[src/rtl/div_arb_pkg.sv]
// div_arb_pkg
// Shared types and constants for the divider arbiter.
//   state_t        : sequencer states (IDLE, ISSUE, WAIT, RESP)
//   DIV0_QUOTIENT  : all-ones pattern returned as the quotient on divide-by-zero,
//                    sliced down to the operand width by the user (widths up to 64)
//   wd_width()     : bit width needed to count a watchdog up to TIMEOUT
package div_arb_pkg;

    typedef enum logic [1:0] {
        IDLE  = 2'd0,
        ISSUE = 2'd1,
        WAIT  = 2'd2,
        RESP  = 2'd3
    } state_t;

    localparam int unsigned MAX_WIDTH_LIMIT = 64;
    localparam logic [MAX_WIDTH_LIMIT-1:0] DIV0_QUOTIENT = '1;

    function automatic int unsigned wd_width(input int unsigned timeout);
        return $clog2(timeout + 1);
    endfunction

endpackage

[src/rtl/div_arbiter_rr.sv]
// rr_arbiter
// Combinational round-robin grant. The search starts at the requester just
// after i_ptr and wraps, so the last winner has the lowest priority.
// Ports:
//   i_req   : request vector
//   i_ptr   : index of the previous winner
//   o_grant : one-hot grant (all zero when nothing requests)
//   o_idx   : index of the granted requester (0 when nothing requests)
//   o_any   : at least one request is present
module rr_arbiter #(
    parameter int unsigned N     = 4,
    parameter int unsigned IDX_W = $clog2(N)
) (
    input  logic [N-1:0]     i_req,
    input  logic [IDX_W-1:0] i_ptr,
    output logic [N-1:0]     o_grant,
    output logic [IDX_W-1:0] o_idx,
    output logic             o_any
);

    int w_best_i;
    int w_best_d;
    int w_dist;

    // Pick the requester with the smallest rotated distance from i_ptr+1.
    always_comb begin
        w_best_i = 0;
        w_best_d = int'(N);
        w_dist   = 0;
        for (int i = 0; i < int'(N); i++) begin
            if (i_req[i]) begin
                w_dist = (i + 2 * int'(N) - int'(i_ptr) - 1) % int'(N);
                if (w_dist < w_best_d) begin
                    w_best_d = w_dist;
                    w_best_i = i;
                end
            end
        end
    end

    always_comb begin
        o_grant = '0;
        for (int i = 0; i < int'(N); i++) begin
            o_grant[i] = o_any && (i == w_best_i);
        end
    end

    assign o_any = |i_req;
    assign o_idx = IDX_W'(w_best_i);

endmodule

[src/rtl/div_arbiter.sv]
// div_arbiter
// Shares one external long divider among NUM_REQ requesters. A request is
// accepted in IDLE, started on the divider with a one-cycle pulse, and the
// result is held on the shared response bus until the owner consumes it.
// Divide-by-zero is answered without touching the divider; a watchdog turns a
// hung divider into an error response.
// Ports:
//   clk, rst                     : clock, asynchronous active-high reset
//   req_valid / req_ready        : per-requester request handshake (ready one-hot)
//   req_dividend / req_divisor   : packed operands, requester i at slice i
//   rsp_valid / rsp_ready        : per-requester response handshake (valid one-hot)
//   rsp_quotient / rsp_remainder : shared result bus
//   rsp_err                      : divide-by-zero or timeout
//   div_start_op                 : one-cycle start pulse to the divider
//   div_dividend / div_divisor   : operands to the divider, stable through WAIT
//   div_quotient / div_remainder : divider result
//   div_done                     : divider result valid (only looked at in WAIT)
module div_arbiter
    import div_arb_pkg::*;
#(
    parameter int unsigned NUM_REQ   = 4,
    parameter int unsigned MAX_WIDTH = 16,
    parameter int unsigned TIMEOUT   = 64
) (
    input  logic                           clk,
    input  logic                           rst,
    input  logic [NUM_REQ-1:0]             req_valid,
    output logic [NUM_REQ-1:0]             req_ready,
    input  logic [NUM_REQ*MAX_WIDTH-1:0]   req_dividend,
    input  logic [NUM_REQ*MAX_WIDTH-1:0]   req_divisor,
    output logic [NUM_REQ-1:0]             rsp_valid,
    input  logic [NUM_REQ-1:0]             rsp_ready,
    output logic [MAX_WIDTH-1:0]           rsp_quotient,
    output logic [MAX_WIDTH-1:0]           rsp_remainder,
    output logic                           rsp_err,
    output logic                           div_start_op,
    output logic [MAX_WIDTH-1:0]           div_dividend,
    output logic [MAX_WIDTH-1:0]           div_divisor,
    input  logic [MAX_WIDTH-1:0]           div_quotient,
    input  logic [MAX_WIDTH-1:0]           div_remainder,
    input  logic                           div_done
);

    localparam int unsigned IDX_W = $clog2(NUM_REQ);
    localparam int unsigned WD_W  = wd_width(TIMEOUT);
    // The watchdog is compared before it increments, so the exit value is
    // TIMEOUT-2; that makes the error response appear TIMEOUT cycles after ISSUE.
    localparam logic [WD_W-1:0] WD_LAST = WD_W'(TIMEOUT - 2);

    state_t               r_state;
    logic [IDX_W-1:0]     r_ptr;
    logic [IDX_W-1:0]     r_owner;
    logic [MAX_WIDTH-1:0] r_dvd;
    logic [MAX_WIDTH-1:0] r_dvs;
    logic [MAX_WIDTH-1:0] r_quot;
    logic [MAX_WIDTH-1:0] r_rem;
    logic                 r_err;
    logic [NUM_REQ-1:0]   r_rsp_valid;
    logic                 r_start;
    logic [WD_W-1:0]      r_wd;

    logic [NUM_REQ-1:0]   w_grant;
    logic [IDX_W-1:0]     w_idx;
    logic                 w_any;
    logic                 w_accept;
    logic [MAX_WIDTH-1:0] w_sel_dvd;
    logic [MAX_WIDTH-1:0] w_sel_dvs;
    logic [NUM_REQ-1:0]   w_owner_1h;

    rr_arbiter #(
        .N     (NUM_REQ),
        .IDX_W (IDX_W)
    ) u_rr (
        .i_req   (req_valid),
        .i_ptr   (r_ptr),
        .o_grant (w_grant),
        .o_idx   (w_idx),
        .o_any   (w_any)
    );

    always_comb begin
        w_sel_dvd = '0;
        w_sel_dvs = '0;
        for (int i = 0; i < int'(NUM_REQ); i++) begin
            if (w_grant[i]) begin
                w_sel_dvd = req_dividend[i*MAX_WIDTH +: MAX_WIDTH];
                w_sel_dvs = req_divisor[i*MAX_WIDTH +: MAX_WIDTH];
            end
        end
    end

    // Gated by rst so nothing appears accepted while reset is held.
    assign w_accept   = (r_state == IDLE) && w_any && !rst;
    assign req_ready  = w_accept ? w_grant : '0;
    assign w_owner_1h = NUM_REQ'(1) << r_owner;

    assign rsp_valid     = r_rsp_valid;
    assign rsp_quotient  = r_quot;
    assign rsp_remainder = r_rem;
    assign rsp_err       = r_err;
    assign div_start_op  = r_start;
    assign div_dividend  = r_dvd;
    assign div_divisor   = r_dvs;

    always_ff @(posedge clk or posedge rst) begin
        if (rst) begin
            r_state     <= IDLE;
            r_ptr       <= IDX_W'(NUM_REQ - 1);
            r_owner     <= '0;
            r_dvd       <= '0;
            r_dvs       <= '0;
            r_quot      <= '0;
            r_rem       <= '0;
            r_err       <= 1'b0;
            r_rsp_valid <= '0;
            r_start     <= 1'b0;
            r_wd        <= '0;
        end else begin
            r_start <= 1'b0;
            case (r_state)
                IDLE: begin
                    if (w_any) begin
                        r_ptr   <= w_idx;
                        r_owner <= w_idx;
                        r_dvd   <= w_sel_dvd;
                        r_dvs   <= w_sel_dvs;
                        if (w_sel_dvs == '0) begin
                            r_quot      <= DIV0_QUOTIENT[MAX_WIDTH-1:0];
                            r_rem       <= w_sel_dvd;
                            r_err       <= 1'b1;
                            r_rsp_valid <= w_grant;
                            r_state     <= RESP;
                        end else begin
                            r_start <= 1'b1;
                            r_state <= ISSUE;
                        end
                    end
                end
                ISSUE: begin
                    r_wd    <= '0;
                    r_state <= WAIT;
                end
                WAIT: begin
                    r_wd <= r_wd + 1'b1;
                    // done has priority over a coincident timeout
                    if (div_done) begin
                        r_quot      <= div_quotient;
                        r_rem       <= div_remainder;
                        r_err       <= 1'b0;
                        r_rsp_valid <= w_owner_1h;
                        r_state     <= RESP;
                    end else if (r_wd == WD_LAST) begin
                        r_quot      <= '0;
                        r_rem       <= '0;
                        r_err       <= 1'b1;
                        r_rsp_valid <= w_owner_1h;
                        r_state     <= RESP;
                    end
                end
                RESP: begin
                    if (rsp_ready[r_owner]) begin
                        r_rsp_valid <= '0;
                        r_state     <= IDLE;
                    end
                end
                default: r_state <= IDLE;
            endcase
        end
    end

endmodule

[config.mk]
export PLATFORM = sky130hd
export DESIGN_NAME = div_arbiter
export DESIGN_NICKNAME = d
export VERILOG_FILES = /design/src/rtl/div_arb_pkg.sv /design/src/rtl/div_arbiter_rr.sv /design/src/rtl/div_arbiter.sv
export SDC_FILE = /design/constraint.sdc
export NUM_CORES = 1
export LEC_CHECK = 0
export BUFFER_PORTS_ARGS = -buffer_cell sky130_fd_sc_hd__buf_2
export CAP_MARGIN = 5
export CELL_PAD_IN_SITES_DETAIL_PLACEMENT = 0
export CELL_PAD_IN_SITES_GLOBAL_PLACEMENT = 1
export CORE_MARGIN = 2
export CORE_UTILIZATION = 32
export DETAILED_ROUTE_END_ITERATION = 16
export PLACE_DENSITY = 0.75
export SLEW_MARGIN = 20
export SYNTH_ARGS = -nofsm -noshare
export SYNTH_HDL_FRONTEND = slang
export SYNTH_SLANG_ARGS = --single-unit
[constraint.sdc]
create_clock -name clk -period 7.5 [get_ports clk]
set_input_delay 0.75 -clock clk [delete_from_list [all_inputs] [get_ports clk]]
set_output_delay 0.75 -clock clk [all_outputs]
set_load 0.01 [all_outputs]
**Word level (Yosys, flattened, before mapping)**

Cells that the tools add are included.

- Bits in registers: 83
- Input bits: 171
- Output and inout bits: 74
- Logic and storage cells: 116

- Magnitude comparators: 5
- Mux-type cells: 53
- Eq/ne operators: 11
- Shift operators: 1
- Add/subtract/negate cells: 9
- Bitwise gates (word level): 4
- Reduce and logical (&&, ||, !) cells: 22

Operator list:

| kind | count |
|---|---|
| $mux 32 | 11 |
| $mux 16 | 15 |
| $sub 32x2->32 const B | 4 |
| $lt 3x32->1 | 3 |
| $eq 3x32->1 const A | 2 |
| $pmux 16 s2 | 2 |
| $eq 2x32->1 const A | 1 |
| $logic_not 32->1 | 1 |
| $mux 4 | 6 |
| $sub 4x2->5 const A | 4 |
| $logic_not 16->1 | 1 |
| $pmux 7 s2 | 1 |
| $pmux 4 s3 | 1 |
| $mux 2 | 5 |
| $mux 1 | 9 |
| $pmux 2 s4 | 1 |
| $reduce_or 2->1 | 4 |
| $add 7x1->7 const B | 1 |
| $eq 7x6->1 const B | 1 |
| $logic_and 1x1->1 | 6 |
| $reduce_and 5->1 | 1 |
| $and 1x1->1 | 4 |
| $eq 2x2->1 const B | 2 |
| $lt 3x4->1 const B | 1 |
| other kinds (16) | 18 |

**Logic depth before layout (Yosys ltp)**

Gate-level depths: netlist (run 1).

- Depth after elaboration: 26
- Gate-level depth with buffers: 26
- Gate-level depth less buffers: 24

**Cells and area by module**

A second synthesis (run 1) with hierarchy kept.

- Cells, all modules: 544
- Area, all modules: 5159.9 um^2

Modules (own cells, without submodules):

| module | area an instance (um^2) | cells an instance | instances |
|---|---|---|---|
| div_arbiter | 4690.7 | 478 | 1 |
| rr_arbiter | 469.2 | 66 | 1 |

**Worst setup path after synthesis (run 1)**

Ideal clock, no wire load.

- Kind: reg2out
- Start: register r_ptr[0]
- End: output req_ready[0]
- Arrival: 5.208 ns
- Setup slack: 1.542 ns
- Cell stages (with the launch flop): 23
- Cells stage by stage: dfstp_2 inv_1 ha_1 and3b_1 ha_1 nor3b_1 o221ai_2 o21ai_0 ha_1 or3_1 o21ai_0 a32oi_1 nand2_1 o21ai_0 ha_1 o211ai_1 a221oi_2 nor2_2 nor2_1 and2_1 clkbuf_1 clkbuf_1 nor3b_1

- Longest elaborated chain between the ends: 19

RTL lines:

| element | line | text |
|---|---|---|
| start, declared | div_arbiter.sv:51 | `logic [IDX_W-1:0] r_ptr;` |
| start signal, assigned | div_arbiter.sv:108 | `r_ptr <= IDX_W'(NUM_REQ - 1);` |
| start signal, assigned | div_arbiter.sv:123 | `r_ptr <= w_idx;` |
| $sub 4x2->5 | div_arbiter_rr.sv:32 | `w_dist = (i + 2 * int'(N) - int'(i_ptr) - 1) % int'(N);` |
| $sub 32x2->32 | div_arbiter_rr.sv:32 |  |
| $reduce_or 2->1 (no line) | -- |  |
| $and 1x1->1 (no line) | -- |  |
| $lt 3x4->1 | div_arbiter_rr.sv:33 | `if (w_dist < w_best_d) begin` |
| $mux 32 | div_arbiter_rr.sv:33 |  |
| $mux 32 | div_arbiter_rr.sv:31 | `if (i_req[i]) begin` |
| $lt 3x32->1 | div_arbiter_rr.sv:33 |  |
| [3 not listed] | -- |  |
| $mux 32 | div_arbiter_rr.sv:33 |  |
| $mux 32 | div_arbiter_rr.sv:31 |  |
| $lt 3x32->1 | div_arbiter_rr.sv:33 |  |
| $mux 32 | div_arbiter_rr.sv:33 |  |
| $mux 32 * | div_arbiter_rr.sv:31 |  |
| $logic_not 32->1 * | div_arbiter_rr.sv:44 | `o_grant[i] = o_any && (i == w_best_i);` |
| $logic_and 1x1->1 * | div_arbiter_rr.sv:44 |  |
| $mux 4 * | div_arbiter.sv:94 | `assign req_ready = w_accept ? w_grant : '0;` |
| end, declared | div_arbiter.sv:28 | `output logic [NUM_REQ-1:0] req_ready,` |

Every way passes the cells marked *; elsewhere a longest branch is shown, timed or not.

**Worst setup path after layout (run 1)**

- Start: register r_ptr[0]
- End: register r_rem[9], in the netlist rsp_remainder[9]

- Longest elaborated chain between the ends: 25

RTL lines:

| element | line | text |
|---|---|---|
| $sub 4x2->5 | div_arbiter_rr.sv:32 |  |
| $sub 32x2->32 | div_arbiter_rr.sv:32 |  |
| $reduce_or 2->1 (no line) | -- |  |
| $and 1x1->1 (no line) | -- |  |
| $lt 3x4->1 | div_arbiter_rr.sv:33 |  |
| $mux 32 | div_arbiter_rr.sv:33 |  |
| $mux 32 | div_arbiter_rr.sv:31 |  |
| $lt 3x32->1 | div_arbiter_rr.sv:33 |  |
| [6 not listed] | -- |  |
| $mux 32 | div_arbiter_rr.sv:33 |  |
| $mux 32 * | div_arbiter_rr.sv:31 |  |
| $logic_not 32->1 | div_arbiter_rr.sv:44 |  |
| $logic_and 1x1->1 | div_arbiter_rr.sv:44 |  |
| $mux 16 (4 in a row) | div_arbiter.sv:85 | `if (w_grant[i]) begin` |
| $logic_not 16->1 / $mux 16 (equally long branches) | div_arbiter.sv:127 | `if (w_sel_dvs == '0) begin` |
| $ne 2x1->1 (no line) / $mux 16 (equally long branches) | -- |  |
| $reduce_and 4->1 (no line) / $pmux 16 s2 (equally long branches) | -- |  |
| end signal, assigned | div_arbiter.sv:129 | `r_rem <= w_sel_dvd;` |
| end signal, assigned | div_arbiter.sv:148 | `r_rem <= div_remainder;` |
| end, declared | div_arbiter.sv:56 | `logic [MAX_WIDTH-1:0] r_rem;` |

Every way passes the cells marked *; elsewhere a longest branch is shown, timed or not. The select of a mux whose other input is x is not followed.
A chain may end at the register's enable or synchronous reset.

==> flow_summary.toml, run 1 <==
[finish]
area_growth_syn_to_layout_pct = 34.18
final_common_cell = "buf_2"
design_area_mm2 = 0.006852
layout_common_cells = "buf_2, nand2_1, dfrtp_1"
layout-drive-gt1-share_pct = 41.39
fin_util_pct = 43.61
stdcell_count = 995
layout.nets = 964

[drt]
drc = 0
dr.pass1.iters = 5
wl_per_cell_um = 18.85
ant_nets = 0
viasPerCell = 5.302
drt-total-wl_um = 18760
vias = 5275
first_iter_violations = 306

[setup_path]
startpoint_type = "flip-flop"
critical_path.slowest_cell = "dfstp_2"
slowest_delay_ns = 0.63
critPathMaxFanout = 33
crit_required_ns = 7.72
cp-end-kind = "flip-flop"
worstSetupPathType = "reg -> reg"
path_cells = "inv_1, ha_1, and3b_1, ha_1, nor3b_1, o221ai_2, o21ai_0, ha_1, or3_1, o21ai_0, a32oi_1, nand2_1, o21ai_0, ha_1, o211ai_1, a221oi_2, nor2_2, o32ai_1, o22ai_1, nor3_1, nand4_1, a21oi_4, buf_6, mux2_2"
crit_arrival_ns = 7.09
path_common_cell = "ha_1"

[synthesis]
yosysSeqAreaShare_pct = 40.73
synth_seq_cells = 83
yosysUniqueCellTypes = 67
netlist_instances = 546
yosys_warnings = 0
avgSynthCellArea_um2 = 9.352
synth_area_mm2 = 0.005106
synth-edff-count = 0
ys.flop_type = "dfrtp_1"
async_reset_ff_share_pct = 100.0

[cts]
insertion_delay_ns = 0.35
clock-sinks = 83
cts_made_buffers = 9
cts_tree = "built"
cts_root_buf = "clkbuf_16"
cts_max_level = 3
clk_pin_slew_ns = 0.06
clockBufferDepth = 2
cts_hold_buffers = 0

[floorplan]
die_area_mm2 = 0.01698
rows = 46
die_x_um = 130.3
core-area_mm2 = 0.01571
io_pins = 245
start_util_pct = 32.50
die_h_um = 130.3

[sta]
setup_viol = 0
slew_headroom_pct = 49.06
min_period_ns = 6.870
hold_violations = 0
final_max_slew_viol_count = 0
fin_ws_ns = 0.6300
worst_slew_pin_slew_ns = 0.7632
period_share_pct = 91.60
fmax_mhz = 145.6
skew_ns = 0.01050
fin_tns_setup_ns = 0

[run_status]
status = "completed"

[grt]
grt_pass1_wl_um = 27660
grt_pass1_vias = 5279
grt_start_max_net_pins = 45
antenna_found_initial = 1
grt_usage_pct = 21.46
gr-total-overflow = 0

[place]
pre_cts_ws_ns = 0.5270
place_congestion = 1.008
postPlaceCellArea_mm2 = 0.006500
io_buffers = 244
place_inst = 977
dpl.hpwl_um = 14830

[power]
peakVddDrop_mv = 0.2043
power.leakage_nw = 3.264
powerDensity_mw_per_mm2 = 526.1

[flow_run]
maxCapViolations = 0

[worst_hold_path]
hold_path_class = "reg -> reg"
where the power goes:
group	switching (W)	leakage (nW)	total, W	internal [W]
Clock	0.000185	0.146	0.000453	0.000268
Combinational	0.00140	2.10	0.00235	0.000950
Sequential	0.000129	1.02	0.000799	0.000670
Total	0.00172	3.26	0.00360	0.00189
cell type report:
type	count	area [um^2]
clock inverters	5	60.06
flip-flops and latches	83	2079
fillers	1648	8861
well taps	216	270.3
clock buffers	11	242.7
repair buffers	254	1300
multi-input cells	404	2816
diodes	1	2.502
inverters	21	80.08
logic make-up after synthesis:
| family | after synthesis | synth area share (%) |
|---|---|---|
| AND/OR/NAND/NOR | 168 | 15.51 |
| XOR/XNOR | 1 | 0.1716 |
| flip-flops | 83 | 40.73 |
| buffers and inverters | 60 | 5.023 |
| other | 1 | 0.07344 |
| AO/OA/AOI/OAI | 185 | 27.22 |
| multiplexers | 28 | 6.371 |
| adder cells (fa/ha/maj) | 20 | 4.901 |
per-layer routing:
layer  up-vias  global-route usage, %  part of all wire (%)
met5         -                      0                     0
met4         0                  7.400                   2.2
met3        23                  4.510                   6.8
met2       212                  39.85                    51
met1      2548                  24.31                    40
li1       2492                      -                     -
timing repair:
| item | CTS | global route |
|---|---|---|
| buffers inserted | 0 | 1 |
| resized for setup | 0 | 7 |
| setup endpoints to repair | 0 | 35 |
registers in the layout (all words and copies together) (netlist names):
register / cells
rsp_remainder: 16
rsp_err: 1
r_ptr: 2
r_state: 2
div_start_op: 1
rsp_valid: 4
rsp_quotient: 16
div_divisor: 16
div_dividend: 16
r_wd: 7
r_owner: 2
stage by stage:
stage	hold slack [ns]	total power, W
5_1_grt	0.5046	0.003903
3_5_place_dp	0.4695	0.003120
6_report	0.4787	0.003604
4_1_cts	0.4827	0.003588
3_3_place_gp	0.4597	0.003071
2_1_floorplan	0.5115	0.002384
path summary, 6_finish.rpt:
path	depth (start not counted)	end	from	slack, ns
max in group asynchronous	3	div_divisor[14]$_DFFE_PP0P_	rst	5.88
max	24	rsp_remainder[9]$_DFFE_PP0P_	r_ptr[0]$_DFFE_PP1P_	0.63
min	2	div_dividend[15]$_DFFE_PP0P_	div_dividend[15]$_DFFE_PP0P_	0.48
min in group asynchronous	2	rsp_quotient[5]$_DFFE_PP0P_	rst	0.60
min reg2reg	2	div_dividend[15]$_DFFE_PP0P_	div_dividend[15]$_DFFE_PP0P_	0.48
max reg2reg	24	rsp_remainder[9]$_DFFE_PP0P_	r_ptr[0]$_DFFE_PP1P_	0.63
cells in the mapped netlist, types with 5 or more instances:
library cell,number,area share [%]
nor2_1,32,2.4
nand3_1,7,0.69
a222oi_1,16,3.1
mux2_2,26,5.7
a211oi_1,5,0.74
a21boi_0,16,2.4
a2bb2oi_1,18,3.1
nor3_1,8,0.78
clkbuf_1,30,2.2
a22oi_1,6,0.88
nand2_1,82,6.0
a221oi_1,7,1.2
ha_1,20,4.9
inv_1,20,1.5
o21ai_0,51,5.0
o41ai_1,10,1.7
dfrtp_1,81,40
a21oi_1,19,1.9
o31ai_1,5,0.74
a32o_1,6,1.2
worst max-delay path, delay by kind of cell (launching register included):
kind | cells | cell delay, ns
and+or+nand+nor | 7 | 1.81
adders and majority gates | 4 | 1.09
AOI/OAI and AO/OA | 10 | 2.38
DFF | 1 | 0.63
muxes | 1 | 0.37
buffers and inverters | 2 | 0.41
No activity file was read; power rests on OpenSTA's default activity.
==> run 2: changes to the inputs <==
--- a/config.mk
+++ b/config.mk
@@ -7,12 +7,10 @@
 export LEC_CHECK = 0
 export BUFFER_PORTS_ARGS = -buffer_cell sky130_fd_sc_hd__buf_2
 export CAP_MARGIN = 5
-export CELL_PAD_IN_SITES_DETAIL_PLACEMENT = 0
-export CELL_PAD_IN_SITES_GLOBAL_PLACEMENT = 1
 export CORE_MARGIN = 2
 export CORE_UTILIZATION = 32
 export DETAILED_ROUTE_END_ITERATION = 16
-export PLACE_DENSITY = 0.75
+export PLACE_DENSITY = 0.57
 export SLEW_MARGIN = 20
 export SYNTH_ARGS = -nofsm -noshare
 export SYNTH_HDL_FRONTEND = slang
==> flow_summary.toml, run 2 (same netlist as run 1, synthesis figures left out) <==
[setup_path]
rrSetupSlack_ns = 0.56
crit_buf_inv = 1
cp_top_family = "compound AO/OA/AOI/OAI gates"
crit_required_ns = 7.73
crit_arrival_ns = 7.17
cp-end-kind = "flip-flop"
path_cells = "inv_1, ha_1, and3b_1, ha_1, nor3b_1, o221ai_2, o21ai_0, ha_1, or3_1, o21ai_0, a32oi_1, nand2_1, o21ai_0, ha_1, a311o_1, nor2_2, nor2_1, and2_4, a222oi_1, a21boi_0, o21ai_0, mux2_2"
slowest_delay_ns = 0.64
critical_path.slowest_cell = "dfstp_2"
worstSetupPathType = "reg -> reg"
critPathMaxFanout = 18
startpoint_type = "flip-flop"

[place]
place_inst = 977
place_congestion = 0.9307
dpl.hpwl_um = 13950
io_buffers = 244

[sta]
setup_viol = 0
hold_violations = 0
skew_ns = 0.005606
final_max_slew_viol_count = 0
slew_headroom_pct = 52.03
grt_setup_unrepaired = "no"
period_share_pct = 92.58
fin_tns_setup_ns = 0
worst_slew_pin_slew_ns = 0.7187
fmax_mhz = 144.0
min_period_ns = 6.944

[grt]
grt_usage_pct = 20.98
grt_pass1_vias = 5248
gr-total-overflow = 0
antenna_found_initial = 2
grt_start_max_net_pins = 70
grt_pass1_wl_um = 27570

[drt]
drt-total-wl_um = 18210
drc = 0
dr.pass1.iters = 7
viasPerCell = 5.263
wl_per_cell_um = 18.17
ant_nets = 0
first_iter_violations = 322
vias = 5274

[cts]
cts_root_buf = "clkbuf_16"
cts_hold_buffers = 0
cts_max_level = 3
insertion_delay_ns = 0.34
cts_made_buffers = 9
clock-sinks = 83
clockBufferDepth = 2
clk_pin_slew_ns = 0.07
cts_tree = "built"

[power]
powerDensity_mw_per_mm2 = 526.7
pwr-share-comb_pct = 65.3
clockPowerShare_pct = 12.8
power.leakage_nw = 3.295
internal-power_w = 0.001900
power_switching_w = 0.001736
power_frac_seq_pct = 21.9
switching_share_pct = 47.74
peakVddDrop_mv = 0.2233

[floorplan]
core-area_mm2 = 0.01571
start_util_pct = 32.50
io_pins = 245
die_area_mm2 = 0.01698
rows = 46
die_h_um = 130.3
die_x_um = 130.3

[finish]
layout-drive-gt1-share_pct = 41.58
area_growth_syn_to_layout_pct = 35.21
fillers = 1620
layout.nets = 970
stdcell_count = 1002
final_common_cell = "buf_2"
seq_area_mm2 = 0.002079
layout_common_cells = "buf_2, nand2_1, dfrtp_1"
multiInputGateArea_mm2 = 0.002803

[run_status]
status = "completed"

[flow_run]
maxCapViolations = 0

[worst_hold_path]
hold_path_class = "reg -> reg"
run 2: repair_timing:
action                                  CTS  global route
resized for setup                         0             5
endpoints found under the setup margin    0            35
buffers inserted                          0             6
run 2: metrics by stage:
step	area, um^2	hold slack, ns	power, W	util (%)	worst slack [ns]
2_1_floorplan	5110	0.5115	0.002384	-	1.542
3_3_place_gp	6500	0.4605	0.003074	41.37	0.6488
3_5_place_dp	6500	0.4651	0.003131	41.37	0.2715
4_1_cts	6808	0.4802	0.003611	43.33	0.2096
5_1_grt	6899	0.5068	0.003937	43.91	0.05090
6_report	6904	0.4748	0.003636	43.94	0.5564
run 2: worst paths after layout:
check | startpoint | end | cells after the start
worst min register to register | div_dividend[12]$_DFFE_PP0P_ | div_dividend[12]$_DFFE_PP0P_ | 2
worst max-delay path | r_ptr[0]$_DFFE_PP1P_ | rsp_remainder[15]$_DFFE_PP0P_ | 22
min in group asynchronous | rst | div_divisor[5]$_DFFE_PP0P_ | 2
worst max register to register | r_ptr[0]$_DFFE_PP1P_ | rsp_remainder[15]$_DFFE_PP0P_ | 22
max in group asynchronous | rst | div_dividend[13]$_DFFE_PP0P_ | 3
worst min-delay path | div_dividend[12]$_DFFE_PP0P_ | div_dividend[12]$_DFFE_PP0P_ | 2
run 2: final cells by class:
class	count	share of cell area [%]
repair buffers	259	19.68
well taps	216	3.914
inverters	21	1.160
flip-flops and latches	83	30.12
clock inverters	7	1.196
diodes	2	0.07249
multi-input cells	405	40.59
clock buffers	9	3.262
run 2: worst reg2reg max path, stage by stage (launching register included):
cell      delay, ns
dfstp_2        0.64
inv_1          0.13
ha_1           0.21
and3b_1        0.34
ha_1           0.32
nor3b_1        0.19
o221ai_2       0.42
o21ai_0        0.25
ha_1           0.24
or3_1          0.41
o21ai_0        0.25
a32oi_1        0.20
nand2_1        0.13
o21ai_0        0.10
ha_1           0.33
a311o_1        0.33
nor2_2         0.40
nor2_1         0.20
and2_4         0.27
a222oi_1       0.60
a21boi_0       0.47
o21ai_0        0.12
mux2_2         0.28
run 2: power groups by stage:
stage | Combinational (W) | Clock, W | Sequential, W
final | 0.00237 | 0.000464 | 0.000798
after global routing | 0.00261 | 0.000500 | 0.000824
after CTS | 0.00233 | 0.000480 | 0.000799
after detailed placement | 0.00233 | 0 | 0.000801
after global placement | 0.00227 | 0 | 0.000800
after floorplan | 0.00152 | 0 | 0.000869
run 2: routing by layer:
layer / up-vias / GRT usage [%] / part of all wire [%]
li1: 2513 / - / -
met1: 2483 / 26.77 / 44
met2: 258 / 34.83 / 46
met3: 20 / 4.920 / 7.9
met4: 0 / 7.527 / 1.7
met5: - / 0 / 0
